<file path="src/rtl/fifo_wr_arbiter_if.sv">
// fifo_wr_arbiter_if: bundles the requester streams, the FIFO write port and
// the arbiter status outputs into one interface.
//   master : producer/FIFO side (drives req_valid/req_data/req_last/fifo_full)
//   slave  : arbiter side (drives req_ready, fifo_wr_en/fifo_wr_data,
//            grant_id, busy)
interface fifo_wr_arbiter_if #(
  parameter int NUM_REQ    = 4,
  parameter int DATA_WIDTH = 32
);
  localparam int ID_W = $clog2(NUM_REQ);

  logic [NUM_REQ-1:0]            req_valid;
  logic [NUM_REQ*DATA_WIDTH-1:0] req_data;
  logic [NUM_REQ-1:0]            req_last;
  logic [NUM_REQ-1:0]            req_ready;
  logic                          fifo_full;
  logic                          fifo_wr_en;
  logic [DATA_WIDTH-1:0]         fifo_wr_data;
  logic [ID_W-1:0]               grant_id;
  logic                          busy;

  modport master (
    output req_valid, req_data, req_last, fifo_full,
    input  req_ready, fifo_wr_en, fifo_wr_data, grant_id, busy
  );

  modport slave (
    input  req_valid, req_data, req_last, fifo_full,
    output req_ready, fifo_wr_en, fifo_wr_data, grant_id, busy
  );
endinterface

</file>
<file path="src/rtl/fifo_wr_arbiter.sv">
// fifo_wr_arbiter: shares one FIFO write port among NUM_REQ valid/ready
// requesters with round-robin arbitration and bursts capped at MAX_BURST beats.
// Ports:
//   clk    : clock, rising edge
//   reset  : synchronous active-high reset
//   bus    : fifo_wr_arbiter_if.slave
//            req_valid/req_data/req_last in, req_ready out (per requester)
//            fifo_full in, fifo_wr_en/fifo_wr_data out (FIFO write port)
//            grant_id, busy out (arbitration status)
// Data is never registered: the granted requester's slice is muxed straight
// onto the FIFO write port, so requesters must hold data while stalled.
module fifo_wr_arbiter #(
  parameter int NUM_REQ    = 4,
  parameter int DATA_WIDTH = 32,
  parameter int MAX_BURST  = 4
) (
  input  logic              clk,
  input  logic              reset,
  fifo_wr_arbiter_if.slave  bus
);
  localparam int ID_W  = $clog2(NUM_REQ);
  localparam int CNT_W = $clog2(MAX_BURST + 1);

  typedef enum logic {IDLE, BURST} state_t;

  state_t           state;
  logic [ID_W-1:0]  rr_ptr;
  logic [ID_W-1:0]  grant_id;
  logic [CNT_W-1:0] beat_cnt;
  logic             busy;

  logic                  sel_found;
  logic [ID_W-1:0]       sel_idx;
  logic [ID_W:0]         cand;
  logic                  g_valid;
  logic                  g_last;
  logic [DATA_WIDTH-1:0] g_data;
  logic                  in_burst;
  logic                  xfer;
  logic                  release_grant;
  logic [ID_W-1:0]       next_ptr;

  // Round-robin search: first valid requester at or after rr_ptr, modulo
  // NUM_REQ. The wrap is done by subtraction so non-power-of-two counts work.
  always_comb begin
    sel_found = 1'b0;
    sel_idx   = '0;
    cand      = '0;
    for (int k = 0; k < NUM_REQ; k++) begin
      cand = {1'b0, rr_ptr} + (ID_W+1)'(k);
      if (cand >= (ID_W+1)'(NUM_REQ)) begin
        cand = cand - (ID_W+1)'(NUM_REQ);
      end
      for (int j = 0; j < NUM_REQ; j++) begin
        if (!sel_found && cand == (ID_W+1)'(j) && bus.req_valid[j]) begin
          sel_found = 1'b1;
          sel_idx   = ID_W'(j);
        end
      end
    end
  end

  // Mux of the granted requester's stream.
  always_comb begin
    g_valid = 1'b0;
    g_last  = 1'b0;
    g_data  = '0;
    for (int i = 0; i < NUM_REQ; i++) begin
      if (grant_id == ID_W'(i)) begin
        g_valid = bus.req_valid[i];
        g_last  = bus.req_last[i];
        g_data  = bus.req_data[i*DATA_WIDTH +: DATA_WIDTH];
      end
    end
  end

  assign in_burst = (state == BURST);
  assign xfer     = in_burst && g_valid && !bus.fifo_full && !reset;

  // A full FIFO freezes the grant entirely, even if the requester drops valid.
  assign release_grant = in_burst && !bus.fifo_full &&
                         (!g_valid || g_last || beat_cnt == CNT_W'(MAX_BURST - 1));

  assign next_ptr = (grant_id == ID_W'(NUM_REQ - 1)) ? '0 : grant_id + 1'b1;

  // Reset gates the handshake combinationally so nothing moves in a reset cycle.
  always_comb begin
    bus.req_ready = '0;
    for (int i = 0; i < NUM_REQ; i++) begin
      if (in_burst && !reset && !bus.fifo_full && grant_id == ID_W'(i)) begin
        bus.req_ready[i] = 1'b1;
      end
    end
  end

  assign bus.fifo_wr_en   = xfer;
  assign bus.fifo_wr_data = g_data;
  assign bus.grant_id     = grant_id;
  assign bus.busy         = busy;

  always_ff @(posedge clk) begin
    if (reset) begin
      state    <= IDLE;
      rr_ptr   <= '0;
      grant_id <= '0;
      beat_cnt <= '0;
      busy     <= 1'b0;
    end else begin
      case (state)
        IDLE: begin
          if (sel_found) begin
            grant_id <= sel_idx;
            beat_cnt <= '0;
            state    <= BURST;
            busy     <= 1'b1;
          end
        end
        BURST: begin
          if (release_grant) begin
            state    <= IDLE;
            busy     <= 1'b0;
            beat_cnt <= '0;
            rr_ptr   <= next_ptr;
          end else if (xfer) begin
            beat_cnt <= beat_cnt + 1'b1;
          end
        end
        default: begin
          state <= IDLE;
          busy  <= 1'b0;
        end
      endcase
    end
  end
endmodule
</file>
<file path="src/flat_wrapper.sv">
// flat-port wrapper written by rule: the top's interface ports become plain ports
module fifo_wr_arbiter_flat 
#(
  parameter int NUM_REQ    = 4,
  parameter int DATA_WIDTH = 32,
  parameter int MAX_BURST  = 4
)
  (clk, reset, bus_req_valid, bus_req_data, bus_req_last, bus_fifo_full, bus_req_ready, bus_fifo_wr_en, bus_fifo_wr_data, bus_grant_id, bus_busy);
  fifo_wr_arbiter_if #(.NUM_REQ(NUM_REQ), .DATA_WIDTH(DATA_WIDTH)) bus_i ();
  input  logic clk;
  input  logic reset;
  input wire logic [$bits(bus_i.req_valid)-1:0] bus_req_valid;
  input wire logic [$bits(bus_i.req_data)-1:0] bus_req_data;
  input wire logic [$bits(bus_i.req_last)-1:0] bus_req_last;
  input wire logic [$bits(bus_i.fifo_full)-1:0] bus_fifo_full;
  output wire logic [$bits(bus_i.req_ready)-1:0] bus_req_ready;
  output wire logic [$bits(bus_i.fifo_wr_en)-1:0] bus_fifo_wr_en;
  output wire logic [$bits(bus_i.fifo_wr_data)-1:0] bus_fifo_wr_data;
  output wire logic [$bits(bus_i.grant_id)-1:0] bus_grant_id;
  output wire logic [$bits(bus_i.busy)-1:0] bus_busy;
  assign bus_i.req_valid = bus_req_valid;
  assign bus_i.req_data = bus_req_data;
  assign bus_i.req_last = bus_req_last;
  assign bus_i.fifo_full = bus_fifo_full;
  assign bus_req_ready = bus_i.req_ready;
  assign bus_fifo_wr_en = bus_i.fifo_wr_en;
  assign bus_fifo_wr_data = bus_i.fifo_wr_data;
  assign bus_grant_id = bus_i.grant_id;
  assign bus_busy = bus_i.busy;
  fifo_wr_arbiter #(.NUM_REQ(NUM_REQ), .DATA_WIDTH(DATA_WIDTH), .MAX_BURST(MAX_BURST)) u_core (.clk(clk), .reset(reset), .bus(bus_i));
endmodule
</file>
<file path="config.mk">
export PLATFORM = sky130hd
export DESIGN_NAME = fifo_wr_arbiter_flat
export DESIGN_NICKNAME = d
export VERILOG_FILES = /design/src/rtl/fifo_wr_arbiter_if.sv /design/src/rtl/fifo_wr_arbiter.sv /design/src/flat_wrapper.sv
export SDC_FILE = /design/constraint.sdc
export NUM_CORES = 1
export LEC_CHECK = 0
export CAP_MARGIN = 25
export CORE_MARGIN = 2
export CORE_UTILIZATION = 30
export DETAILED_ROUTE_END_ITERATION = 6
export HOLD_SLACK_MARGIN = 0.03
export MAX_ROUTING_LAYER = met4
export PLACE_DENSITY = 0.87
export SKIP_LAST_GASP = 1
export SLEW_MARGIN = 20
export SYNTH_ARGS = -nofsm -noshare
export SYNTH_HDL_FRONTEND = slang
export SYNTH_SLANG_ARGS = --single-unit
</file>
<file path="constraint.sdc">
create_clock -name clk -period 4.65 [get_ports clk]
set_input_delay 0.6975 -clock clk [delete_from_list [all_inputs] [get_ports clk]]
set_output_delay 0.6975 -clock clk [all_outputs]
set_load 0.01 [all_outputs]
</file>
* Yosys cells after proc, flatten, opt, wreduce, memory -nomap -nowiden
Cells that the tools add are included.
** Word-level totals
- Output and inout port bits :: 40
- Input port bits :: 139
- Register bits after elaboration :: 9
- Logic and storage cells :: 171
** Operators by class
- $add $sub $neg :: 9
- Bitwise operators :: 1
- Eq/ne operators :: 19
- $lt $le $gt $ge :: 4
- Multiplexer cells :: 62
- Reduce and logical (&&, ||, !) cells :: 71
** Operators with widths (count)
- 32-bit two-way mux :: 4
- 1-bit logical AND :: 42
- 1-bit two-way mux :: 33
- 2-bit two-way mux :: 15
- 3-bit by 2-bit equality test with 1-bit output (second input constant) :: 9
- 3-bit two-way mux :: 7
- 1-bit logical NOT :: 18
- 3-bit by 1-bit equality test with 1-bit output (second input constant) :: 4
- 3-bit logical NOT :: 4
- 3-bit >= comparator (second input constant) :: 3
- 3-bit subtractor (second input constant) :: 3
- 2-bit AND reduction :: 4
- 2-bit by 2-bit adder with 3-bit output (second input constant) :: 2
- 3-bit case mux with 2 select lines :: 1
- 2-bit equality test (second input constant) :: 2
- 1-bit case mux with 2 select lines :: 2
- 2-bit by 1-bit adder with 3-bit output (second input constant) :: 1
- 3-bit by 1-bit adder with 3-bit output (second input constant) :: 1
- 2-bit by 3-bit >= comparator with 1-bit output (second input constant) :: 1
- 3-bit != test (second input constant) :: 1
- 2-bit by 3-bit subtractor with 3-bit output (second input constant) :: 1
- 2-bit by 1-bit adder with 2-bit output (second input constant) :: 1
- 2-bit by 1-bit equality test with 1-bit output (second input constant) :: 1
- 2-bit logical NOT :: 1
- 4 further kinds :: 5

* Longest topological paths before layout
Gate-level depths: netlist of run 1.
- Depth in word-level cells :: 67
- Gate-level depth with buffers :: 8
- Depth with buffers taken out :: 6

* Least setup slack after synthesis of run 1
Ideal clock, no wire load.
- Path type :: register to output
- From :: register u_core.grant_id[1] (netlist: u_core.bus.grant_id[1])
- To :: output bus_fifo_wr_data[10]
- Data arrival time :: 1.693 ns
- Cell stages (with the launch flop) :: 9
- Setup slack :: 2.260 ns
- Cells stage by stage :: dfxtp_1 -> inv_1 -> ha_1 -> buf_6 -> nor2b_1 -> clkbuf_1 -> buf_2 -> a221oi_1 -> o31ai_1
** On the way
- Longest elaborated chain between the ends :: 5
** Ends and longest elaborated chain
- from (decl) :: RTL line fifo_wr_arbiter.sv:28 : logic [ID_W-1:0] grant_id;
- from (signal assigned) :: RTL line fifo_wr_arbiter.sv:112 : grant_id <= sel_idx;
- 2-bit logical NOT :: RTL line fifo_wr_arbiter.sv:69 : if (grant_id == ID_W'(i)) begin
- 32-bit two-way mux (3 in series) :: RTL line fifo_wr_arbiter.sv:69
- 32-bit two-way mux * :: RTL line fifo_wr_arbiter.sv:69
- to (decl) :: RTL line flat_wrapper.sv:18 : output wire logic [$bits(bus_i.fifo_wr_data)-1:0] bus_fifo_wr_data;
Mark *: on every way between the ends. The rest lies on a longest branch, timed or not.

* Worst setup path in the final report of run 1
- From :: register u_core.grant_id[1] (netlist: u_core.bus.grant_id[1])
- To :: output bus_fifo_wr_data[30]
The elaborated chain is that of the path after synthesis.

==> out/qor.yml, run 1 <==
sta:
  worst_pin_slew_ns: 0.585
  rsz0062_at_grt: "false"
  timing.final.crit_period_ns: 3.62
  finalSetupViolations: 0
  slew_headroom_pct: 60.9
  slew_viol_final: 0
  hold_violations: 0
  fmax_ghz: 0.276
  skew_ns: 0.00421
  fin_crit_sh_pct: 77.9
  tns_ns: 0
routing:
  wl_per_cell_um: 17.3
  drc: 0
  firstDrtPassIters: 4
  final_antenna_net_count: 0
  wl_um: 7970
  via_per_inst: 5.39
  drt_iter0_markers: 141
  vias: 2489
yosys:
  syn_inst: 230
  ys_top_cells_by_area: "a221oi_1 19%, o31ai_1 16%, dfxtp_1 11%, nor2_1 8.3%, nand2_1 7.6%"
  ys_seq_area_share_pct: 11.4
  yosysTopAreaCell: "a221oi_1"
  syn_nets: 375
  syn_area_per_cell_um2: 6.86
  yosys_warnings: 0
  syn_area_um2: 1580
  synth.ff_latch_count: 9
  synth_top_area_share_pct: 19.4
  synth.distinct_cells: 38
critical_path:
  cp_slowest_cell: "clkdlybuf4s50_1"
  arrival_ns: 2.92
  cp-end-kind: "output pin"
  worstSetupPathType: "register to output pin"
  cp-start-kind: "register"
  path_cells: "inv_1, ha_1, buf_4, nor2b_2, buf_4, a221oi_1, o31ai_1, clkdlybuf4s50_1"
  crit_top_cell: "buf_4"
  cp_num_buf_inv: 4
  crit_fanout: 38
  critPathRequiredTime_ns: 3.95
  crit_family: "buffers and inverters"
  cpPeakStageDelay_ns: 0.58
grt:
  grt-ovfl-total: 0
  grt_pass1_vias: 2418
  grt_max_degree: 46
  grt_usage_pct: 27.5
  grt_pass1_wl_um: 12700
  antenna_found_initial: 0
place:
  gp_congestion: 0.964
  postPlaceCellArea_um2: 3380
  portBuffers: 178
  place_hpwl_um: 6390
  dp.cells: 458
cells_and_area:
  fin_area_um2: 3420
  final_common_cell: "clkdlybuf4s50_1"
  nNetsFinal: 538
  drive_gt1_share_pct: 4.34
  n_antenna_cell: 0
  final_cell_mix: "178 x clkdlybuf4s50_1, 35 x nor2_1, 35 x a221oi_1, 33 x o31ai_1, 32 x nand2_1"
  layout.cells.non_filler: 462
  area_delta_synth_final_pct: 117
floorplan:
  die_y_um: 76.5
  initial_core_util_pct: 30.9
  dieArea_um2: 5860
  fp.dieW_um: 76.5
  rows: 26
  coreArea_um2: 5110
  ioPinCount: 179
clock_network:
  clock-sinks: 9
  clockBufferDepth: 2
  cts_resized: 0
  numCtsBuffers: 3
  cts-htree-levels: 1
  tritoncts: "built"
  cts_hold_buf: 0
  cts_root_buf: "clkbuf_8"
  clkLatencyLatePin_ns: 0.24
  cts_setup_buffers: 0
  clkTransAtPathRegs_ns: 0.05
status:
  status: "finished, final reports clean"
power_and_ir_drop:
  power_uw: 820
  peakVddDrop_mv: 0.163
  cellLeakagePower_uw: 0.00118
  power_per_cell_area_nw_per_um2: 240
flow_run:
  maxCapViolCount: 0
hold_path:
  hold_class: "register to register"
## state kept, by name, indices dropped and copies added, names as in the netlist
signal / cells
u_core.beat_cnt: 3
u_core.bus.busy: 1
u_core.bus.grant_id: 2
u_core.in_burst: 1
u_core.rr_ptr: 2
## tightest hold or removal path, delay by kind of cell (launching register included)
kind,cells,cell delay [ns]
AOI/OAI and AO/OA,1,0.06
DFF,1,0.31
and+or+nand+nor,1,0.06
## cells by family after synthesis
family	after synthesis	synth area share, %
and+or+nand+nor	93	27.1
AOI/OAI and AO/OA	88	46.2
buffers and inverters	31	8.25
DFF	9	11.4
adders and majority gates	6	4.76
muxes	3	2.30
## worst paths after layout
kind                               start                    to  slack [ns]  depth (start not counted)
hold / removal           u_core.bus.busy       u_core.bus.busy        0.48                          2
setup reg to reg  u_core.bus.grant_id[0]      u_core.rr_ptr[0]        2.04                          6
hold reg to reg          u_core.bus.busy       u_core.bus.busy        0.48                          2
setup / recovery  u_core.bus.grant_id[1]  bus_fifo_wr_data[30]        1.03                          8
## where the power goes
part	internal (uW)	leakage, uW	switching, uW	total, uW
clock network	60.0	0.0000228	33.5	93.5
logic	365	0.00108	267	632
registers	85.1	0.0000738	9.59	94.7
## area by class of cell
type	instances	area, um^2
sequential	9	180
inverter	7	26.3
timing repair buffer	182	1810
fill	442	1680
tap	70	87.6
multi-input combinational	190	1270
clock buffer	4	45.0
## cells in the mapped netlist
cell      number
a211oi_1       2
a211oi_2       1
a21o_1         2
a21oi_1        5
a221oi_1      35
a221oi_4       1
a311oi_1       1
a31oi_4        1
a32oi_1        1
and2_1         3
and3b_1        1
buf_2          5
buf_6          1
clkbuf_1      18
dfxtp_1        9
ha_1           6
inv_1          6
inv_2          1
mux2_2         1
mux2_4         1
mux2i_1        1
nand2_1       32
nand2b_1       7
nand3_1        2
nand3b_1       1
nand3b_4       1
nand4_1        1
nor2_1        35
nor2b_1        3
nor3_1         4
nor3b_1        2
o21ai_0        1
o21ai_1        1
o21ba_2        1
o221ai_1       1
o22ai_1        2
o31ai_1       33
or4_1          1
## through the flow
stage	utilization [%]	worst slack [ns]	hold WS, ns
2_1_floorplan	-	2.26	0.465
3_3_place_gp	66.1	1.29	0.463
3_5_place_dp	66.1	1.27	0.473
4_1_cts	67.0	1.01	0.485
5_1_grt	67.0	0.750	0.515
6_report	67.0	1.03	0.478
## layer usage
metal	GRT usage [%]	vias to the layer above	wire (um)
li1	-	1219	-
met1	32.0	1117	3220
met2	44.6	122	3780
met3	6.52	31	631
met4	13.3	0	342
met5	-	-	0
Power figures use the tool's default switching activity.
==> run 2, diff against run 1 <==
--- a/config.mk
+++ b/config.mk
@@ -7,11 +7,11 @@
 export LEC_CHECK = 0
 export CAP_MARGIN = 25
 export CORE_MARGIN = 2
-export CORE_UTILIZATION = 30
+export CORE_UTILIZATION = 25
 export DETAILED_ROUTE_END_ITERATION = 6
 export HOLD_SLACK_MARGIN = 0.03
 export MAX_ROUTING_LAYER = met4
-export PLACE_DENSITY = 0.87
+export PLACE_DENSITY = 0.78
 export SKIP_LAST_GASP = 1
 export SLEW_MARGIN = 20
 export SYNTH_ARGS = -nofsm -noshare
==> constraint.sdc (replaced) <==
create_clock -name clk -period 3.1 [get_ports clk]
set_input_delay 0.465 -clock clk [delete_from_list [all_inputs] [get_ports clk]]
set_output_delay 0.465 -clock clk [all_outputs]
set_load 0.01 [all_outputs]
==> run 2 against run 1 <==
Clock skew rose by 0.00091 ns. Highest routed layer unchanged. First-iteration DRC count is 54% lower. Largest power group unchanged. Core utilization fell by 9.3 points. Register-to-register slack worse by 1.3 ns. Final cell count rose by 2.4%. Routed wire length decreased by 5.2%. Die area up 19%. Clock power up 49%. Sequential share of layout area fell by 0.085 points.
==> out/qor.yml, run 2 (synthesis gave the netlist of run 1 again) <==
status:
  status: "finished, final reports clean"
clock_network:
  clkTransAtPathRegs_ns: 0.05  # about the same
  clock-sinks: 9  # unchanged
  clockBufferDepth: 2  # unchanged
  numCtsBuffers: 3  # unchanged
  tritoncts: "built"
  clkLatencyLatePin_ns: 0.24  # about the same
  cts_root_buf: "clkbuf_8"
  cts_setup_buffers: 0  # unchanged
  cts-htree-levels: 1  # unchanged
  cts_hold_buf: 0  # unchanged
routing:
  drt_iter0_markers: 65  # -54%
  drc: 0  # unchanged
  vias: 2458  # -1.2%
  wl_per_cell_um: 16.0  # -7.4%
  final_antenna_net_count: 0  # unchanged
  firstDrtPassIters: 6  # +2
  wl_um: 7560  # -5.2%
  via_per_inst: 5.20  # -3.5%
cells_and_area:
  max_flop_register: "u_core.beat_cnt"
  fin_area_um2: 3480  # +1.6%
  largest_registers: "u_core.beat_cnt (3), u_core.bus.grant_id (2), u_core.rr_ptr (2)"
  fill_cells: 538  # +22%
  final_util_pct: 57.7  # -9.3 points
  final_cell_mix: "178 x clkdlybuf4s50_1, 35 x nor2_1, 35 x a221oi_1, 33 x o31ai_1, 32 x nand2_1"
  nNetsFinal: 544  # +1.1%
  n_antenna_cell: 0  # unchanged
  area_delta_synth_final_pct: 121
  final_common_cell: "clkdlybuf4s50_1"
  largest_register_ff_count: 3  # unchanged
  drive_gt1_share_pct: 5.78  # +1.4 points
floorplan:
  fp.dieW_um: 83.4  # +9.0%
  coreArea_um2: 6030  # +18%
  rows: 28  # +7.7%
  dieArea_um2: 6960  # +19%
  die_y_um: 83.4  # +9.0%
  ioPinCount: 179  # unchanged
  initial_core_util_pct: 26.2  # -4.7 points
grt:
  grt_pass1_wl_um: 11900  # -6.8%
  use_met3_pct: 2.29  # -4.2 points
  met1_usage_pct: 24.2  # -7.8 points
  grt_max_degree: 37  # -20%
  gr-max-usage-layer: "met2"
  gr-usage-met2_pct: 37.5  # -7.1 points
  grt-ovfl-total: 0  # unchanged
  grt_usage_pct: 20.7  # -6.8 points
  antenna_found_initial: 0  # unchanged
  grt_pass1_vias: 2512  # +3.9%
place:
  portBuffers: 178  # unchanged
  place_hpwl_um: 5860  # -8.2%
  gp_congestion: 0.855  # -11%
  postPlaceCellArea_um2: 3430  # +1.5%
  place_ws_ns: 0.426  # -0.846 ns
sta:
  fmax_ghz: 0.346
  finalSetupViolations: 0  # unchanged
  setup_ws_ns: 0.210  # -0.819 ns
  slew_headroom_pct: 67.3  # +6.4 points
  slew_viol_final: 0  # unchanged
  hold_violations: 0  # unchanged
  tns_ns: 0  # unchanged
  holdWs_ns: 0.489  # +0.0111 ns
  rsz0062_at_grt: "false"
  timing.final.crit_period_ns: 2.89
  worst_pin_slew_ns: 0.490  # -0.0953 ns
  fin_crit_sh_pct: 93.2
  skew_ns: 0.00512  # +0.000906 ns
critical_path:
  cp-startpoint: "u_core.bus.grant_id[0]"
  arrival_ns: 2.42  # -0.50 ns
  r2r_setup_slack_ns: 0.70  # -1.34 ns
  rr_endpoint: "u_core.rr_ptr[0]"
  r2r-start: "u_core.bus.grant_id[0]"
  crit_fanout: 27  # -29%
  worstSetupPathType: "register to output pin"
  cp-start-kind: "register"
  cp-end-kind: "output pin"
  r2r_cells: 7  # +1
  critPathRequiredTime_ns: 2.63  # -1.32 ns
hold_path:
  holdPathStages: 2  # unchanged
  hp-start: "u_core.bus.busy"
  min_to: "u_core.bus.busy"
  hold_class: "register to register"
power_and_ir_drop:
  power_per_cell_area_nw_per_um2: 360  # +50%
  peakVddDrop_mv: 0.231  # +42%
  cellLeakagePower_uw: 0.00121  # +2.6%
flow_run:
  maxCapViolCount: 0  # unchanged
==> run 2: cell types whose count changed in the layout (fill, tap and decap cells not counted), sizes merged <==
cell	previous run	this run
clkinv	0	1
buf	4	10
inv	7	6
==> run 2: how the worst max path moves through the flow <==
| stage | endpoint | cells past startpoint | slack [ns] |
|---|---|---|---|
| floorplan | bus_fifo_wr_data[10] | 8 | 0.94 |
| global placement | bus_req_ready[0] | 5 | 0.42 |
| detailed placement | bus_fifo_wr_en | 5 | 0.43 |
| CTS | bus_fifo_wr_data[25] | 7 | 0.16 |
| global route | bus_req_ready[2] | 6 | 0.02 |
| finish | bus_fifo_wr_data[25] | 7 | 0.21 |
==> run 2: per-stage QoR <==
| stage | power, uW | std cells |
|---|---|---|
| 2_1_floorplan | 579 | 230 |
| 3_3_place_gp | 1100 | 469 |
| 3_5_place_dp | 1110 | 469 |
| 4_1_cts | 1250 | 473 |
| 5_1_grt | 1330 | 473 |
| 6_report | 1250 | 473 |
==> run 2: timing repair <==
item,CTS,global route
hold endpoints to repair,0,0
resized for setup,0,2
endpoints found under the setup margin,0,6
==> run 2: critical path, cell delays in order, from the launching register on <==
cell	delay (ns)
dfxtp_1	0.35
inv_1	0.12
ha_1	0.29
nor2b_2	0.22
buf_6	0.25
a221oi_1	0.12
o31ai_1	0.24
clkdlybuf4s50_1	0.59
==> run 2: layout make-up <==
class                   count  area [um^2]  area share, %
clock buffers               4         45.0           1.29
inverters                   7         27.5          0.791
multi-input cells         190         1270           36.6
flip-flops and latches      9          180           5.18
well taps                  75         93.8           2.70
repair buffers            188         1860           53.5
==> run 2: per-layer routing <==
layer	vias to the layer above	part of all wire, %	routed length [um]
met2	120	49	3730
met1	1097	42	3190
met3	17	6.2	468
met5	-	0	0
met4	0	2.2	169
li1	1224	-	-
==> run 2: report_power, final <==
| part | leakage (uW) | switching (uW) | total, uW | internal [uW] |
|---|---|---|---|---|
| registers | 0.0000738 | 15.8 | 143 | 128 |
| clock network | 0.0000228 | 48.7 | 139 | 89.8 |
| logic | 0.00111 | 408 | 970 | 562 |
==> run 3, diff against run 2 <==
--- a/config.mk
+++ b/config.mk
@@ -11,7 +11,7 @@
 export DETAILED_ROUTE_END_ITERATION = 6
 export HOLD_SLACK_MARGIN = 0.03
 export MAX_ROUTING_LAYER = met4
-export PLACE_DENSITY = 0.78
+export PLACE_DENSITY = 0.86
 export SKIP_LAST_GASP = 1
 export SLEW_MARGIN = 20
 export SYNTH_ARGS = -nofsm -noshare
==> run 3 against run 2 <==
Design area down 0.29%. Setup slack worse by 0.020 ns. Critical path depth unchanged. Fmax down 0.69%. Largest cell class unchanged. Critical endpoint is now bus_fifo_wr_data[19]. Sequential share of layout area about the same. Largest power group unchanged. Core utilization down 0.17 points.
==> out/qor.yml, run 3 (synthesis gave the netlist of run 1 again) <==
clock_network:
  clock-sinks: 9  # unchanged
  clkTransAtPathRegs_ns: 0.04  # about the same
  cts_setup_buffers: 0  # unchanged
  numCtsBuffers: 3  # unchanged
  cts_hold_buf: 0  # unchanged
  clockBufferDepth: 2  # unchanged
  cts-htree-levels: 1  # unchanged
  clkLatencyLatePin_ns: 0.23  # about the same
  cts_root_buf: "clkbuf_8"
  tritoncts: "built"
grt:
  grt_usage_pct: 21.4  # +0.71 points
  grt_max_degree: 35  # -5.4%
  antenna_found_initial: 0  # unchanged
  grt_pass1_vias: 2532  # +0.80%
  grt-ovfl-total: 0  # unchanged
  grt_pass1_wl_um: 12100  # +2.0%
cells_and_area:
  drive_gt1_share_pct: 5.54  # -0.24 points
  area_delta_synth_final_pct: 120
  final_cell_mix: "178 x clkdlybuf4s50_1, 35 x nor2_1, 35 x a221oi_1, 33 x o31ai_1, 32 x nand2_1"
  nNetsFinal: 543  # -0.18%
  max_flop_register: "u_core.beat_cnt"
  fill_cells: 569  # +5.8%
  largest_registers: "u_core.beat_cnt (3), u_core.bus.grant_id (2), u_core.rr_ptr (2)"
  n_antenna_cell: 0  # unchanged
  final_common_cell: "clkdlybuf4s50_1"
  final_util_pct: 57.6  # -0.17 points
  largest_register_ff_count: 3  # unchanged
flow_run:
  maxCapViolCount: 0  # unchanged
critical_path:
  cp-start-kind: "register"
  r2r-start: "u_core.bus.grant_id[1]"
  rr_endpoint: "u_core.rr_ptr[0]"
  arrival_ns: 2.44  # +0.02 ns
  cp-startpoint: "u_core.bus.grant_id[0]"
  cp-end-kind: "output pin"
  crit_fanout: 20  # -26%
  r2r_cells: 7  # unchanged
  r2r_setup_slack_ns: 0.85  # +0.15 ns
  critPathRequiredTime_ns: 2.63  # about the same
  worstSetupPathType: "register to output pin"
place:
  gp_congestion: 0.904  # +5.8%
  place_hpwl_um: 6060  # +3.4%
  portBuffers: 178  # unchanged
sta:
  tns_ns: 0  # unchanged
  slew_viol_final: 0  # unchanged
  fin_crit_sh_pct: 93.9  # +0.65 points
  worst_pin_slew_ns: 0.540  # +0.0500 ns
  slew_headroom_pct: 64.0  # -3.3 points
  finalSetupViolations: 0  # unchanged
  skew_ns: 0.000326  # -0.00479 ns
  rsz0062_at_grt: "false"
  hold_violations: 0  # unchanged
  fmax_ghz: 0.344  # -0.69%
  timing.final.crit_period_ns: 2.91  # +0.0202 ns
power_and_ir_drop:
  switching_share_pct: 38.0  # +0.27 points
  cellLeakagePower_uw: 0.00120  # -0.40%
  seq_power_share_pct: 11.4  # about the same
  p_clk_share_pct: 11.0  # about the same
  p_sw_uw: 476  # +0.75%
  peakVddDrop_mv: 0.221  # -4.6%
  power_per_cell_area_nw_per_um2: 361  # +0.33%
  power_frac_comb_pct: 77.6  # about the same
  intPower_uw: 777  # -0.39%
floorplan:
  fp.dieW_um: 83.4  # unchanged
  rows: 28  # unchanged
  coreArea_um2: 6030  # unchanged
  dieArea_um2: 6960  # unchanged
  ioPinCount: 179  # unchanged
  initial_core_util_pct: 26.2  # unchanged
  die_y_um: 83.4  # unchanged
routing:
  wl_per_cell_um: 16.3  # +1.9%
  final_antenna_net_count: 0  # unchanged
  drt_iter0_markers: 57  # -12%
  vias: 2525  # +2.7%
  via_per_inst: 5.35  # +2.9%
  drc: 0  # unchanged
  wl_um: 7690  # +1.7%
  firstDrtPassIters: 4  # -2
hold_path:
  holdPathStages: 2  # unchanged
  min_to: "u_core.bus.busy"
  hold_class: "register to register"
  hp-start: "u_core.bus.busy"
status:
  status: "finished, final reports clean"
run 3: through the flow:
step	setup slack (ns)	area, um^2	power [uW]	std cells	hold WS (ns)
final	0.190	3470	1250	472	0.483
after global routing	0.0241	3470	1340	472	0.525
after CTS	0.161	3470	1270	472	0.488
after detailed placement	0.256	3420	1120	468	0.477
after global placement	0.258	3420	1100	468	0.468
after floorplan	0.942	1580	579	230	0.465
run 3: what timing repair did:
item | in CTS | in global routing
hold endpoints to repair | 0 | 0
resized for setup | 1 | 0
setup endpoints to repair | 1 | 0
run 3: layer usage:
| metal | track usage (%) | vias to the layer above | part of all wire, % |
|---|---|---|---|
| met5 | - | - | 0 |
| met4 | 6.60 | 0 | 2.3 |
| met3 | 3.68 | 17 | 7.3 |
| met2 | 37.0 | 125 | 48 |
| met1 | 25.4 | 1157 | 42 |
| li1 | - | 1226 | - |
run 3: power groups by stage:
stage / Combinational, uW / Clock, uW / Sequential, uW
after CTS: 982 / 141 / 143
after floorplan: 436 / 0 / 143
after detailed placement: 976 / 0 / 145
final: 971 / 138 / 143
after global routing: 1040 / 153 / 144
after global placement: 961 / 0 / 144
run 3: how the worst max path moves through the flow:
| stage | end | slack [ns] | cells past startpoint |
|---|---|---|---|
| 2_1_floorplan | bus_fifo_wr_data[10] | 0.94 | 8 |
| 4_1_cts | bus_fifo_wr_data[19] | 0.16 | 7 |
| 3_3_place_gp | bus_fifo_wr_data[16] | 0.26 | 6 |
| 6_report | bus_fifo_wr_data[19] | 0.19 | 7 |
| 3_5_place_dp | bus_fifo_wr_data[16] | 0.26 | 6 |
| 5_1_grt | bus_fifo_wr_data[19] | 0.02 | 7 |
run 3: layout make-up:
type | instances | area, um^2 | area share (%)
tap | 75 | 93.8 | 2.70
timing repair buffer | 187 | 1850 | 53.3
multi-input combinational | 190 | 1270 | 36.7
inverter | 7 | 28.8 | 0.829
sequential | 9 | 180 | 5.19
clock buffer | 4 | 45.0 | 1.30
run 3: worst max-delay path, stage by stage (launching register included):
cell	delay, ns
dfxtp_1	0.35
inv_1	0.11
ha_1	0.30
nor2b_2	0.20
buf_4	0.26
a221oi_1	0.11
o31ai_1	0.27
clkdlybuf4s50_1	0.59
